[src/rtl/perf_mmio_monitor_pkg.sv]
// ============================================================================
// Module : perf_mmio_monitor_pkg
// Brief  : Address map, FSM encodings and a decode helper for the perf monitor
// Rev    : 1.0  initial release
// ============================================================================
`default_nettype none

package perf_mmio_monitor_pkg;

  localparam logic [5:0] PMON_OFF_CHAR   = 6'h00;
  localparam logic [5:0] PMON_OFF_INT    = 6'h04;
  localparam logic [5:0] PMON_OFF_FINISH = 6'h08;
  localparam logic [5:0] PMON_OFF_CTRL   = 6'h0C;
  localparam logic [5:0] PMON_OFF_CYCLE  = 6'h10;
  localparam logic [5:0] PMON_OFF_STATUS = 6'h14;
  localparam logic [5:0] PMON_OFF_EVT0   = 6'h20;

  localparam logic [1:0] PMON_ST_RUN    = 2'd0;
  localparam logic [1:0] PMON_ST_FROZEN = 2'd1;
  localparam logic [1:0] PMON_ST_HALTED = 2'd2;

  function automatic logic [5:0] pmon_evt_off(input int k);
    return PMON_OFF_EVT0 + 6'(4 * k);
  endfunction

endpackage

`default_nettype wire

[src/rtl/pmon_counter.sv]
// ============================================================================
// Module : pmon_counter
// Brief  : Wrapping event counter with sticky overflow and synchronous clear
// Rev    : 1.0  initial release
// ============================================================================
`default_nettype none

module pmon_counter #(
  parameter int CNT_W = 32
) (
  input  logic             clk,
  input  logic             reset,
  input  logic             inc,
  input  logic             clr,
  input  logic             en,
  output logic [CNT_W-1:0] cnt,
  output logic             ovf
);

  // clr outranks a same-cycle increment, so that event is dropped
  always_ff @(posedge clk or posedge reset) begin
    if (reset) begin
      cnt <= '0;
      ovf <= 1'b0;
    end else if (clr) begin
      cnt <= '0;
      ovf <= 1'b0;
    end else if (en && inc) begin
      cnt <= cnt + CNT_W'(1);
      if (&cnt) ovf <= 1'b1;
    end
  end

endmodule

`default_nettype wire

[src/rtl/perf_mmio_monitor.sv]
// ============================================================================
// Module : perf_mmio_monitor
// Brief  : Snoops data-memory stores for sim I/O and exposes perf counters
// Rev    : 1.0  initial release
// ============================================================================
`default_nettype none

module perf_mmio_monitor
  import perf_mmio_monitor_pkg::*;
#(
  parameter logic [31:0] BASE_ADDR = 32'h0,
  parameter int          NUM_EVT   = 3,
  parameter int          CNT_W     = 32
) (
  input  logic               clk,
  input  logic               reset,
  input  logic [NUM_EVT-1:0] evt_i,
  input  logic               dmem_we,
  input  logic               dmem_re,
  input  logic [31:0]        dmem_addr,
  input  logic [31:0]        dmem_wdata,
  output logic [31:0]        rdata,
  output logic               rvalid,
  output logic               char_valid,
  output logic [7:0]         char_data,
  output logic               int_valid,
  output logic [31:0]        int_data,
  output logic               finish,
  output logic               halted
);

  logic [1:0]       r_state;
  logic             r_rvalid;
  logic [31:0]      r_rdata;
  logic             r_char_valid;
  logic [7:0]       r_char_data;
  logic             r_int_valid;
  logic [31:0]      r_int_data;
  logic             r_finish;

  logic             w_in_win;
  logic [5:0]       w_off;
  logic             w_st;
  logic             w_st_char;
  logic             w_st_int;
  logic             w_st_fin;
  logic             w_st_ctrl;
  logic             w_clr;
  logic             w_en;
  logic             w_rd;
  logic [31:0]      w_rmux;
  logic [NUM_EVT:0] w_inc;
  logic [NUM_EVT:0] w_ovf;
  logic [CNT_W-1:0] w_cnt [NUM_EVT+1];
  logic             w_unused_addr;

  assign w_in_win      = (dmem_addr[31:6] == BASE_ADDR[31:6]);
  assign w_off         = {dmem_addr[5:2], 2'b00};
  assign w_unused_addr = ^dmem_addr[1:0];

  // Once halted, every store is invisible, which also blocks a second finish
  assign w_st      = dmem_we && w_in_win && (r_state != PMON_ST_HALTED);
  assign w_st_char = w_st && (w_off == PMON_OFF_CHAR);
  assign w_st_int  = w_st && (w_off == PMON_OFF_INT);
  assign w_st_fin  = w_st && (w_off == PMON_OFF_FINISH);
  assign w_st_ctrl = w_st && (w_off == PMON_OFF_CTRL);
  assign w_clr     = w_st_ctrl && dmem_wdata[1];
  assign w_en      = (r_state == PMON_ST_RUN);
  assign w_rd      = dmem_re && w_in_win;

  // Slot 0 is the cycle counter; slot k+1 tracks evt_i[k]
  assign w_inc = {evt_i, 1'b1};

  generate
    for (genvar i = 0; i <= NUM_EVT; i++) begin : g_cnt
      pmon_counter #(
        .CNT_W (CNT_W)
      ) u_cnt (
        .clk   (clk),
        .reset (reset),
        .inc   (w_inc[i]),
        .clr   (w_clr),
        .en    (w_en),
        .cnt   (w_cnt[i]),
        .ovf   (w_ovf[i])
      );
    end
  endgenerate

  always_ff @(posedge clk or posedge reset) begin
    if (reset) begin
      r_state <= PMON_ST_RUN;
    end else begin
      case (r_state)
        PMON_ST_RUN: begin
          if (w_st_fin)                        r_state <= PMON_ST_HALTED;
          else if (w_st_ctrl && !dmem_wdata[0]) r_state <= PMON_ST_FROZEN;
        end
        PMON_ST_FROZEN: begin
          if (w_st_fin)                       r_state <= PMON_ST_HALTED;
          else if (w_st_ctrl && dmem_wdata[0]) r_state <= PMON_ST_RUN;
        end
        PMON_ST_HALTED: r_state <= PMON_ST_HALTED;
        default:        r_state <= PMON_ST_RUN;
      endcase
    end
  end

  always_ff @(posedge clk or posedge reset) begin
    if (reset) begin
      r_char_valid <= 1'b0;
      r_char_data  <= '0;
      r_int_valid  <= 1'b0;
      r_int_data   <= '0;
      r_finish     <= 1'b0;
    end else begin
      r_char_valid <= w_st_char;
      r_int_valid  <= w_st_int;
      r_finish     <= w_st_fin;
      if (w_st_char) r_char_data <= dmem_wdata[7:0];
      if (w_st_int)  r_int_data  <= dmem_wdata;
    end
  end

  // Mux sees counters before this edge's update: reads return pre-update values
  always_comb begin
    w_rmux = '0;
    case (w_off)
      PMON_OFF_CYCLE:  w_rmux[CNT_W-1:0] = w_cnt[0];
      PMON_OFF_STATUS: w_rmux[NUM_EVT:0] = w_ovf;
      default: begin
        for (int k = 0; k < NUM_EVT; k++) begin
          if (w_off == pmon_evt_off(k)) w_rmux[CNT_W-1:0] = w_cnt[k+1];
        end
      end
    endcase
  end

  always_ff @(posedge clk or posedge reset) begin
    if (reset) begin
      r_rvalid <= 1'b0;
      r_rdata  <= '0;
    end else begin
      r_rvalid <= w_rd;
      if (w_rd) r_rdata <= w_rmux;
    end
  end

  assign rdata      = r_rdata;
  assign rvalid     = r_rvalid;
  assign char_valid = r_char_valid;
  assign char_data  = r_char_data;
  assign int_valid  = r_int_valid;
  assign int_data   = r_int_data;
  assign finish     = r_finish;
  assign halted     = (r_state == PMON_ST_HALTED);

endmodule

`default_nettype wire

[config.mk]
export PLATFORM = sky130hd
export DESIGN_NAME = perf_mmio_monitor
export DESIGN_NICKNAME = d
export VERILOG_FILES = /design/src/rtl/perf_mmio_monitor_pkg.sv /design/src/rtl/pmon_counter.sv /design/src/rtl/perf_mmio_monitor.sv
export SDC_FILE = /design/constraint.sdc
export NUM_CORES = 1
export LEC_CHECK = 0
export ABC_AREA = 1
export BUFFER_PORTS_ARGS = -buffer_cell sky130_fd_sc_hd__clkbuf_2
export CORE_UTILIZATION = 53
export CTS_CLUSTER_DIAMETER = 150
export CTS_CLUSTER_SIZE = 12
export DETAILED_ROUTE_END_ITERATION = 12
export GPL_TIMING_DRIVEN = 0
export PLACE_DENSITY = 0.77
export SYNTH_ARGS = -nofsm -noshare
export SYNTH_HDL_FRONTEND = slang
export SYNTH_SLANG_ARGS = --single-unit
[constraint.sdc]
create_clock -name clk -period 8 [get_ports clk]
set_clock_uncertainty 0.15 [all_clocks]
set_input_delay 2.4 -clock clk [delete_from_list [all_inputs] [get_ports clk]]
set_output_delay 2.4 -clock clk [all_outputs]
set_load 0.01 [all_outputs]
==> flow_summary_export.csv <==
group,metric,value,unit
pwr,internal_power,1.78,mW
clock_tree,cts.path.max_buffers,3,
sta,grt_setup_unrepaired,"false",
final_layout,area_delta_synth_final,14.8,%
sta,slew_viol_final,0,
sta,finalSetupViolations,0,
floorplan,io_pins,148,
sta,final_hold_viol_count,0,
sta,fin_crit_sh,51.2,%
pwr,switching_power,0.798,mW
worst_setup_path,critPathMaxStageDelay,0.57,ns
drt,via_per_inst,5.52,
global_route,grt_overflow,0,
drt,antenna_left,0,
pwr,netSwitchingFraction,31.0,%
yosys,netlist_area,11600,sq um
clock_tree,clk_latency,0.50,ns
yosys,yosys-top-cells-area,"dfrtp_1 45%, nand2_1 12%, inv_1 8.6%, nor2_1 6.2%, nand3_1 5.7%",
yosys,ys_seq_area_share,45.5,%
hold_path,hold_start,"int_data[26]",
worst_setup_path,crit_chain,"clkbuf_2 > nor2_1 > nand2_1 > inv_1 > buf_2 > buf_2 > a21oi_1 > a2bb2oi_1",
worst_setup_path,critPathBufInv,4,
pwr,p_total,2.58,mW
clock_tree,holdBufCountCts,0,
worst_setup_path,path_common_cell,"buf_2",
global_route,antenna_found_initial,2,
yosys,synth.most_common_cell,"nand2_1",
sta,maxSlewHeadroom,53.2,%
worst_setup_path,worst-setup-path-type,"input pin to flip-flop",
run,cap_viol_max_count,0,
hold_path,hold_path.class,"flip-flop to flip-flop",
global_route,grt_use_total,29.7,%
worst_setup_path,end_kind,"flip-flop",
yosys,synth_edf_count,0,
drt,initialDrtViolationCount,1031,
final_layout,fill_cells,1943,
drt,post_drt_wl_per_cell,16.3,um
worst_setup_path,crit_family,"buffers and inverters",
worst_setup_path,cp_slowest_cell,"nor2_1",
floorplan,initial_utilization,54.5,%
worst_setup_path,cp-start-kind,"input pin",
worst_setup_path,worstPathRequired,8.26,ns
yosys,yosys_warnings,0,
worst_setup_path,crit_fanout,10,
placement,gp_congestion,0.960,
floorplan,dieHeight,150,um
hold_path,min_to,"int_data[26]",
pwr,vdd_drop_max,0.147,mV
clock_tree,cts_made_buffers,21,
clock_tree,cts_tree,"yes",
yosys,async_flop_share,100,%
outcome,status,"finished, final reports clean",
pwr,power_density,194,nW/um^2
placement,port-buffer-count,145,
sta,fin_crit,4.10,ns
final_layout,final_nets,1821,
global_route,grt_pass1_vias,10300,
clock_tree,cts_sinks,210,
yosys,yosys.area.top_type,"dfrtp_1",
final_layout,post-route-util,62.5,%
floorplan,core,21200,sq um
floorplan,rows,53,
drt,drt_wl_total,33000,um
worst_setup_path,worstRegToRegCells,8,
floorplan,die_x,150,um
pwr,p_leak,7.38,nW
pwr,sequentialPowerShare,48.6,%
sta,worst_pin_slew,0.699,ns
drt,vias,11200,
yosys,yosysUniqueCellTypes,42,
global_route,grt_max_degree,41,
yosys,yosys-top-cells-count,"378 x nand2_1, 264 x inv_1, 210 x dfrtp_1, 191 x nor2_1, 132 x nand3_1",
yosys,synth_top_area_share,45.5,%
clock_tree,cts_resized,0,
global_route,grt_pass1_wl,51800,um
worst_setup_path,arrival,4.35,ns
pwr,power_frac_comb,18.6,%
yosys,syn_inst,1573,
floorplan,dieArea,22400,sq um
placement,dpl_cell_area,12700,sq um
hold_path,holdPathStages,2,
sta,fmax,244,MHz
clock_tree,root_buffer,"clkbuf_16",
sta,finalSetupTns,0,ns
yosys,syn_avg_cell_area,7.35,sq um
pwr,clkPwrFrac,32.9,%
placement,dp_hpwl,25100,um
clock_tree,path_clk_slew,0.06,ns
drt,firstDrtPassIters,5,
worst_setup_path,ff2ff_setup_slack,5.45,ns
yosys,synthFlopType,"dfrtp_1",
yosys,synth-seq-cells,210,
final_layout,design_area,13300,sq um
clock_tree,htree_levels,1,
worst_setup_path,r2r-start,"r_state[1]",
drt,drc,0,
clock_tree,postCtsSetupBuffers,0,
worst_setup_path,r2r-end,"g_cnt[3].u_cnt.ovf",
final_layout,drive_above_1_share,14.2,%
yosys,synth.net_count,1648,
cells in the final DEF (no fill, tap or decap), types with 6 or more instances in the layout:
cell type | netlist | final
dfrtp_1 | 210 | 210
o21ai_1 | 16 | 16
nand4_1 | 47 | 47
nand3_1 | 132 | 132
a2bb2oi_1 | 29 | 29
inv_1 | 264 | 263
buf_2 | 28 | 28
nor2_1 | 191 | 191
inv_2 | 6 | 6
nand2_1 | 378 | 378
nor3_1 | 23 | 23
o211ai_1 | 7 | 7
nand3b_1 | 6 | 6
clkbuf_1 | 13 | 13
a21oi_1 | 63 | 63
nor2_2 | 8 | 8
clkbuf_16 | 0 | 21
o22ai_1 | 26 | 26
o21ai_0 | 47 | 47
clkbuf_2 | 0 | 145
nor3_2 | 7 | 7
xor2_1 | 22 | 22
cells by family after synthesis:
| kind of cell | synth area share [%] |
|---|---|
| AOI/OAI and AO/OA | 10.3 |
| buffers and inverters | 11.0 |
| and+or+nand+nor | 30.7 |
| xor gates and xnor gates | 2.05 |
| DFF | 45.5 |
| adders and majority gates | 0.433 |
layer usage:
metal | GRT usage [%] | vias up | wire length, um | part of all wire, %
met3 | 5.85 | 81 | 3180 | 9.6
li1 | - | 5361 | - | -
met2 | 46.7 | 541 | 14400 | 44
met4 | 12.3 | 0 | 1340 | 4.1
met1 | 40.1 | 5175 | 14000 | 43
met5 | 0 | - | 0 | 0
sequential cells by signal, indices dropped and copies added (netlist names):
| register | flops |
|---|---|
| char_data | 8 |
| char_valid | 1 |
| finish | 1 |
| g_cnt.u_cnt.cnt | 128 |
| g_cnt.u_cnt.ovf | 4 |
| int_data | 32 |
| int_valid | 1 |
| r_state | 2 |
| rdata | 32 |
| rvalid | 1 |
metrics by stage:
step,setup WS (ns),hold WS (ns),cells
CTS,3.99,0.330,2020
global route,3.85,0.348,2020
detailed placement,3.48,0.314,1998
global placement,1.42,0.311,1993
floorplan,2.72,0.337,1573
finish,3.90,0.324,2022
layout make-up:
type	instances	area (sq um)	area share, %
Clock inverter	1	8.76	0.0660
Tap cell	275	344	2.59
Clock buffer	21	526	3.96
Timing Repair Buffer	150	826	6.22
Multi-Input combinational cell	1043	5030	37.9
Sequential cell	210	5260	39.6
Antenna cell	2	5.00	0.0377
Inverter	271	1020	7.70
Buffer	49	253	1.90
worst max-delay path by stage:
stage | slack (ns) | cells after the start | to | startpoint
floorplan | 2.72 | 1 | char_data[0] | reset
global placement | 1.42 | 2 | g_cnt[1].u_cnt.cnt[29] | reset
detailed placement | 3.48 | 7 | rdata[12] | dmem_addr[3]
CTS | 3.99 | 7 | rdata[12] | dmem_addr[3]
global route | 3.85 | 9 | rdata[19] | dmem_addr[5]
finish | 3.90 | 8 | rdata[6] | dmem_addr[3]
tightest hold or removal path, delay by kind of cell, from the launching register on:
family	cells	cell delay (ns)
flops	1	0.34
simple gates	2	0.10
power groups by stage:
stage	combinational, mW	sequential (mW)	clock (mW)
after detailed placement	0.471	1.26	0
after global routing	0.543	1.26	0.903
after CTS	0.472	1.25	0.863
after floorplan	0.350	1.24	0
final	0.478	1.25	0.847
after global placement	0.447	1.26	0
No activity file was read; power rests on OpenSTA's default activity.
